`src/rtl/fxp_multiplier.sv`:
```
// fxp_multiplier: pipelined signed fixed-point multiplier, Lanes parallel lanes
// sharing one valid/ready handshake. Each lane forms the full 2*Width product,
// rounds half-up, then slices out OutPoint fractional bits.
//
// Build option: define FXP_MULTIPLIER_SAT_EN to clamp overflowing lanes to the
// signed Width-bit extremes and report them on overflow_o. Without it results
// wrap (plain bit slice) and overflow_o stays 0.
//
// Pipeline: with Latency >= 2 stage 1 holds raw products and stage 2 holds the
// rounded results; further stages only delay. With Latency == 1 the whole
// datapath sits in front of the single result stage.
module fxp_multiplier #(
    parameter int Width    = 16,
    parameter int InPoint  = 10,
    parameter int OutPoint = 10,
    parameter int Lanes    = 1,
    parameter int Latency  = 2
) (
    input  logic                   clk_i,
    input  logic                   rst_i,
    input  logic                   s_valid_i,
    output logic                   s_ready_o,
    input  logic [Lanes*Width-1:0] a_i,
    input  logic [Lanes*Width-1:0] b_i,
    output logic                   m_valid_o,
    input  logic                   m_ready_i,
    output logic [Lanes*Width-1:0] m_o,
    output logic [Lanes-1:0]       overflow_o
);

    localparam int Shift    = 2 * InPoint - OutPoint;
    localparam int PW       = 2 * Width;
    localparam int RW       = Lanes * Width;
    localparam int FirstIdx = (Latency == 1) ? 0 : 1;
    localparam int RndPos   = (Shift > 0) ? (Shift - 1) : 0;
    localparam logic [PW-1:0] RndConst =
        (Shift > 0) ? ({{(PW-1){1'b0}}, 1'b1} << RndPos) : {PW{1'b0}};

    // Reject configurations the datapath cannot represent.
    generate
        if (Shift < 0 || Shift > Width) begin : g_bad_shift
            $error("fxp_multiplier: 2*InPoint-OutPoint must lie in 0..Width");
        end
        if (Latency < 1 || Latency > 4) begin : g_bad_latency
            $error("fxp_multiplier: Latency must lie in 1..4");
        end
    endgenerate

    // Full-precision signed product of one lane (two's complement, 2*Width bits).
    function automatic logic [PW-1:0] lane_product(input logic [Width-1:0] a,
                                                   input logic [Width-1:0] b);
        logic [PW-1:0] a_ext;
        logic [PW-1:0] b_ext;
        a_ext = {{Width{a[Width-1]}}, a};
        b_ext = {{Width{b[Width-1]}}, b};
        return a_ext * b_ext;
    endfunction

    // Round half-up, slice the result window and resolve overflow for one lane.
    // Returns {overflow, result}.
    function automatic logic [Width:0] lane_round(input logic [PW-1:0] prod);
        logic [PW-1:0]    rounded;
        logic [PW-1:0]    scaled;
        logic [Width-1:0] slice;
`ifdef FXP_MULTIPLIER_SAT_EN
        logic             ovf;
`endif
        rounded = prod + RndConst;
        scaled  = $signed(rounded) >>> Shift;
        slice   = scaled[Width-1:0];
`ifdef FXP_MULTIPLIER_SAT_EN
        // Every bit above the window must repeat the window's sign bit.
        ovf = (scaled != {{Width{slice[Width-1]}}, slice});
        if (ovf) begin
            if (rounded[PW-1]) begin
                slice = {1'b1, {(Width-1){1'b0}}};
            end else begin
                slice = {1'b0, {(Width-1){1'b1}}};
            end
        end else begin
            slice = scaled[Width-1:0];
        end
        return {ovf, slice};
`else
        return {1'b0, slice};
`endif
    endfunction

    // ------------------------------------------------------------------
    // Handshake / occupancy
    // ------------------------------------------------------------------
    logic [Latency-1:0] valid_q;
    logic [Latency-1:0] valid_d;
    logic [Latency-1:0] load_s;
    logic [Latency-1:0] feed_s;
    logic [Latency-1:0] cap_s;

    // A stage may load when it or any stage downstream is empty, or the output drains.
    always_comb begin
        load_s = {Latency{1'b0}};
        for (int k = 0; k < Latency; k++) begin
            logic room_v;
            room_v = m_ready_i;
            for (int j = k; j < Latency; j++) begin
                room_v = room_v | ~valid_q[j];
            end
            load_s[k] = room_v;
        end
    end

    // Next occupancy: a loading stage takes its upstream valid, others hold.
    always_comb begin
        feed_s    = {Latency{1'b0}};
        feed_s[0] = s_valid_i;
        for (int k = 1; k < Latency; k++) begin
            feed_s[k] = valid_q[k-1];
        end
        cap_s   = load_s & feed_s;
        valid_d = (load_s & feed_s) | (~load_s & valid_q);
    end

    // Stage occupancy flags.
    always_ff @(posedge clk_i or posedge rst_i) begin
        if (rst_i) begin
            valid_q <= {Latency{1'b0}};
        end else begin
            valid_q <= valid_d;
        end
    end

    // ------------------------------------------------------------------
    // Datapath
    // ------------------------------------------------------------------
    logic [Lanes*PW-1:0] prod_in_s;
    logic [Lanes*PW-1:0] post_src_s;
    logic [RW-1:0]       post_res_s;
    logic [Lanes-1:0]    post_ovf_s;

    // Full-precision per-lane products of the incoming operands.
    always_comb begin
        prod_in_s = {(Lanes*PW){1'b0}};
        for (int n = 0; n < Lanes; n++) begin
            prod_in_s[n*PW +: PW] = lane_product(a_i[n*Width +: Width],
                                                 b_i[n*Width +: Width]);
        end
    end

    generate
        if (Latency == 1) begin : g_direct
            assign post_src_s = prod_in_s;
        end else begin : g_prod_stage
            logic [Lanes*PW-1:0] prod_q;
            logic [Lanes*PW-1:0] prod_d;

            // Product register only captures valid incoming beats.
            always_comb begin
                if (cap_s[0]) begin
                    prod_d = prod_in_s;
                end else begin
                    prod_d = prod_q;
                end
            end

            // Raw product stage.
            always_ff @(posedge clk_i or posedge rst_i) begin
                if (rst_i) begin
                    prod_q <= {(Lanes*PW){1'b0}};
                end else begin
                    prod_q <= prod_d;
                end
            end

            assign post_src_s = prod_q;
        end
    endgenerate

    // Per-lane rounding, slicing and overflow handling.
    always_comb begin
        post_res_s = {RW{1'b0}};
        post_ovf_s = {Lanes{1'b0}};
        for (int n = 0; n < Lanes; n++) begin
            logic [Width:0] lane_v;
            lane_v                     = lane_round(post_src_s[n*PW +: PW]);
            post_res_s[n*Width +: Width] = lane_v[Width-1:0];
            post_ovf_s[n]              = lane_v[Width];
        end
    end

    logic [RW-1:0]    res_q [FirstIdx:Latency-1];
    logic [RW-1:0]    res_d [FirstIdx:Latency-1];
    logic [Lanes-1:0] ovf_q [FirstIdx:Latency-1];
    logic [Lanes-1:0] ovf_d [FirstIdx:Latency-1];

    // Result stages advance only on valid beats, so empty slots never feed forward.
    always_comb begin
        if (cap_s[FirstIdx]) begin
            res_d[FirstIdx] = post_res_s;
            ovf_d[FirstIdx] = post_ovf_s;
        end else begin
            res_d[FirstIdx] = res_q[FirstIdx];
            ovf_d[FirstIdx] = ovf_q[FirstIdx];
        end
        for (int k = FirstIdx + 1; k < Latency; k++) begin
            if (cap_s[k]) begin
                res_d[k] = res_q[k-1];
                ovf_d[k] = ovf_q[k-1];
            end else begin
                res_d[k] = res_q[k];
                ovf_d[k] = ovf_q[k];
            end
        end
    end

    // Result and overflow pipeline registers.
    always_ff @(posedge clk_i or posedge rst_i) begin
        if (rst_i) begin
            for (int k = FirstIdx; k < Latency; k++) begin
                res_q[k] <= {RW{1'b0}};
                ovf_q[k] <= {Lanes{1'b0}};
            end
        end else begin
            for (int k = FirstIdx; k < Latency; k++) begin
                res_q[k] <= res_d[k];
                ovf_q[k] <= ovf_d[k];
            end
        end
    end

    assign s_ready_o  = load_s[0];
    assign m_valid_o  = valid_q[Latency-1];
    assign m_o        = res_q[Latency-1];
    assign overflow_o = ovf_q[Latency-1];

endmodule

```
`config.mk`:
```
export PLATFORM = sky130hd
export DESIGN_NAME = fxp_multiplier
export DESIGN_NICKNAME = d
export VERILOG_FILES = /design/src/rtl/fxp_multiplier.sv
export SDC_FILE = /design/constraint.sdc
export NUM_CORES = 1
export LEC_CHECK = 0
export BUFFER_PORTS_ARGS = -buffer_cell sky130_fd_sc_hd__buf_4
export CAP_MARGIN = 25
export CORE_AREA = 2 2 130 132
export CTS_BUF_LIST = sky130_fd_sc_hd__clkbuf_4 sky130_fd_sc_hd__clkbuf_8
export CTS_CLUSTER_SIZE = 20
export DETAILED_ROUTE_END_ITERATION = 16
export DIE_AREA = 0 0 132 134
export PLACE_DENSITY = 0.81
export SYNTH_ARGS = -nofsm -noshare
export SYNTH_HDL_FRONTEND = slang
export SYNTH_SLANG_ARGS = --single-unit
export TNS_END_PERCENT = 20
```
`constraint.sdc`:
```
create_clock -name clk_i -period 4.35 [get_ports clk_i]
set_input_delay 0.6525 -clock clk_i [delete_from_list [all_inputs] [get_ports clk_i]]
set_output_delay 0.6525 -clock clk_i [all_outputs]
set_load 0.1 [all_outputs]
```
Word level (Yosys, flattened, before mapping)
Index checks and enable logic that the tools add are counted.
W data, S select, Z words.
{"block": "word_totals", "reg_bits": 44, "inputBits": 36, "elab_cells": 14}
{"block": "op_classes", "add_sub_neg": 1, "n_mul": 1, "n_bitwise": 9}
{"operator": "$add A26 B10 Y26 const B", "n": 1}
{"operator": "$mul A16 B16 Y26", "n": 1}
{"operator": "$and A2 B2 Y2", "n": 2}
{"operator": "$or A1 B1 Y1", "n": 3}
{"operator": "$not A1 Y1", "n": 2}
{"operator": "$not A2 Y2", "n": 1}
{"operator": "$or A2 B2 Y2", "n": 1}

Logic depth before layout (Yosys ltp)
{"block": "logic_depth", "depth_word": 6, "ltp_mapped": 23}

Least setup slack after synthesis
Ideal clock, no wire load.
{"block": "synth_timing", "path_kind": "input to register", "start": "input b_i[7]", "end": "register g_prod_stage.prod_q[21]", "setup_time_ps": 125, "arrival_ps": 5767, "setup_slack_ps": -1542, "stages": 21, "cell_sequence": "clkbuf_1 > nand2_1 > fa_1 > inv_1 > fa_1 > inv_1 > fa_1 > inv_1 > fa_1 > fa_1 > inv_1 > fa_1 > inv_1 > ha_1 > and3_1 > or3b_1 > o21ba_4 > nor2b_2 > a21o_1 > xor2_1 > mux2_2"}
{"block": "synth_between", "elab_chain_len": 1}
{"element": "start, declared", "line_no": "24", "text": "input logic [Lanes*Width-1:0] b_i,"}
{"element": "$mul A16 B16 Y26", "line_no": "56", "text": "return a_ext * b_ext;"}
{"element": "end signal, assigned", "line_no": "167", "text": "prod_q <= {(Lanes*PW){1'b0}};"}
{"element": "end signal, assigned", "line_no": "169", "text": "prod_q <= prod_d;"}
{"element": "end, declared", "line_no": "152", "text": "logic [Lanes*PW-1:0] prod_q;"}
Every way passes these cells.
A chain may end at the register's enable or synchronous reset.

Worst setup path in the final report
{"block": "layout_timing", "start": "input b_i[10]", "end": "register g_prod_stage.prod_q[24]"}
The elaborated chain is that of the path after synthesis.

==> flow_summary_export.csv <==
group,metric,value,unit
run_status,status,"finished with violations",
run_status,violations,"setup timing",
sta,tightest_slew,0.950,ns
clocking,cts_buffers,5,
yosys,ys_seq_area_share,9.16,%
yosys,ys_seq_elements,35,
clocking,clkLatencyLatePin,0.28,ns
place,routabilityCongestion,0.952,
clocking,cts-root-buf,"clkbuf_8",
clocking,clockBufferDepth,2,
yosys,synthFlopType,"dfrtp_1",
worst_setup_path,path_max_fanout,6,
clocking,tritoncts,"built",
yosys,yosys.area.top_type_share,43.5,%
global_routing,grt_max_degree,36,
floorplan,die-area,17700,um^2
layout,n_antenna_cell,0,
yosys,synth_cell_types,42,
sta,fin_crit,5.63,ns
sta,clock_skew,0.00491,ns
worst_setup_path,timing.rr.end,"m_o[15]",
sta,relSlewSlack,36.5,%
floorplan,die_width,132,um
worst_setup_path,critPathCaptureType,"register",
sta,final.setup.worst_slack,-1.28,ns
clocking,clock_sinks,35,
worst_setup_path,start_kind,"input port",
detailed_routing,final_antenna_net_count,0,
sta,max_freq,178,MHz
sta,setup-tns-final,-16.84,ns
yosys,synthArstFlopShare,100,%
global_routing,grtUsageTotal,26.9,%
detailed_routing,drc,0,
floorplan,core_area,16300,um^2
sta,rsz0062_at_grt,"yes",
clocking,cts_max_level,2,
sta,finalHoldViolations,0,
place,place_ws,-1.62,ns
floorplan,die_y,134,um
detailed_routing,vias,7264,
floorplan,pin_count,55,
worst_setup_path,rr_worst_depth,7,
layout,syn2layout_area_growth,18.9,%
yosys,yosysTopAreaCell,"fa_1",
place,numPortBuffers,53,
worst_setup_path,crit_arrival,5.76,ns
clocking,post_cts_buffers,0,
worst_setup_path,r2r-start,"g_prod_stage.prod_q[13]",
yosys,syn_inst,1058,
yosys,yosys_warnings,0,
detailed_routing,drt-total-wl,21.9,mm
place,hpwl,19.0,mm
detailed_routing,initialDrtViolationCount,439,
yosys,synth.cell_area,9570,um^2
worst_setup_path,crit_type,"input port to register",
layout,fill_cells,1195,
job,maxCapViolations,0,
layout,final_cell_area,11400,um^2
clocking,cts_hold_buf,0,
worst_setup_path,critPathRequiredTime,4.48,ns
global_routing,gr-total-overflow,0,
detailed_routing,first_pass_iters,5,
global_routing,grt_pass1_vias,8215,
sta,fin_hold_ws,0.466,ns
sta,period_share,129,%
yosys,syn_avg_cell_area,9.04,um^2
layout,nNetsFinal,1508,
sta,setup_viol,17,
sta,slew_violations,0,
clocking,clkTransAtPathRegs,0.07,ns
place,postPlaceCellArea,11000,um^2
worst_setup_path,r2r_setup_slack,2.50,ns
floorplan,num_rows,47,
yosys,syn_nets,1375,
floorplan,start_util,58.7,%
detailed_routing,wl_per_cell,15.5,um
layout,drive_gt1_share,20.3,%
yosys,yosys-top-cells-area,"fa_1 (44%), inv_1 (11%), ha_1 (9.5%)",
global_routing,grt_first_pass_wirelength,37.8,mm
yosys,synth_edf_count,0,
global_routing,antenna_found_initial,0,
detailed_routing,viasPerCell,5.14,
hold_path,hp-class,"input port to asynchronous set/reset pin",
placed cells by master (no fill, tap or decap), types with 17 or more instances in the layout:
master	count
ha_1	66
inv_1	259
nand2_1	147
o21ai_1	17
xor2_1	21
and2_1	100
buf_6	24
dfrtp_1	35
buf_4	137
xnor2_1	29
fa_1	200
cell type report:
type	count	area, um^2	share of cell area (%)
sequential	35	876	7.70
inverter	271	1020	8.94
timing repair buffer	165	1370	12.1
tap	220	275	2.42
clock buffer	8	104	0.913
multi-input combinational	713	7730	68.0
per-layer routing:
metal / GRT usage, % / up-vias / part of all wire [%]
met2: 51.5 / 223 / 55
met5: 0 / - / 0
li1: - / 3320 / -
met1: 30.1 / 3654 / 36
met3: 2.61 / 67 / 4.4
met4: 12.2 / 0 / 4.8
cells in the mapped netlist (all sizes together), types with 3 or more instances:
library cell / number
ha: 73
nand2b: 6
xor2: 21
nand2: 151
clkbuf: 36
fa: 208
a21oi: 11
and2: 115
xnor2: 31
nand4: 5
o21ai: 33
dfrtp: 35
nand3: 6
and3: 6
a21o: 7
nor2: 16
inv: 271
buf: 3
what timing repair did:
item,in CTS,in global routing
setup endpoints to repair,17,17
pin swaps,28,22
resized for setup,33,41
worst max path at each step:
stage | from | endpoint | slack (ns)
after detailed placement | b_i[4] | g_prod_stage.prod_q[21] | -1.62
after global placement | b_i[4] | g_prod_stage.prod_q[24] | -1.55
final | b_i[10] | g_prod_stage.prod_q[24] | -1.28
after CTS | b_i[10] | g_prod_stage.prod_q[24] | -1.20
after global routing | a_i[3] | g_prod_stage.prod_q[24] | -1.43
after floorplan | a_i[10] | g_prod_stage.prod_q[21] | -1.37
sequential cells by signal (all words and copies together) (netlist names), named ones only:
register             flops
m_o                     16
g_prod_stage.prod_q     17
kinds of logic (layout without fill, tap and decap cells):
kind of cell             after synthesis  count (layout)  share of synthesized area (%)
XOR/XNOR                              52              52                           4.76
AND/OR/NAND/NOR                      313             313                           16.1
flip-flops                            35              35                           9.16
buffers and inverters                310             444                           12.2
multiplexers                           2               2                          0.235
adder cells (fa/ha/maj)              281             281                           53.1
other                                  1               1                         0.0392
AO/OA/AOI/OAI                         64              64                           4.40
per-stage QoR:
stage	instances	utilization, %
after floorplan	1058	-
after global placement	1404	67.7
after detailed placement	1404	67.7
after CTS	1412	69.0
after global routing	1412	69.8
final	1412	69.8
worst max-delay path: stages:
cell and delay, ns:
buf_8 0.11, and2_4 0.15, fa_1 0.53, inv_1 0.05
fa_1 0.54, inv_1 0.06, fa_1 0.53, fa_2 0.46
fa_1 0.50, inv_1 0.05, fa_1 0.48, inv_2 0.05
ha_4 0.25, and3_4 0.17, or3b_4 0.37, o21ba_4 0.24
o211ai_2 0.19, buf_4 0.15, and3_4 0.17, o31ai_2 0.05
Power is left out: the tool's default activity adds up to more than one toggle a clock period on the data nets, which glitch-free logic cannot reach.
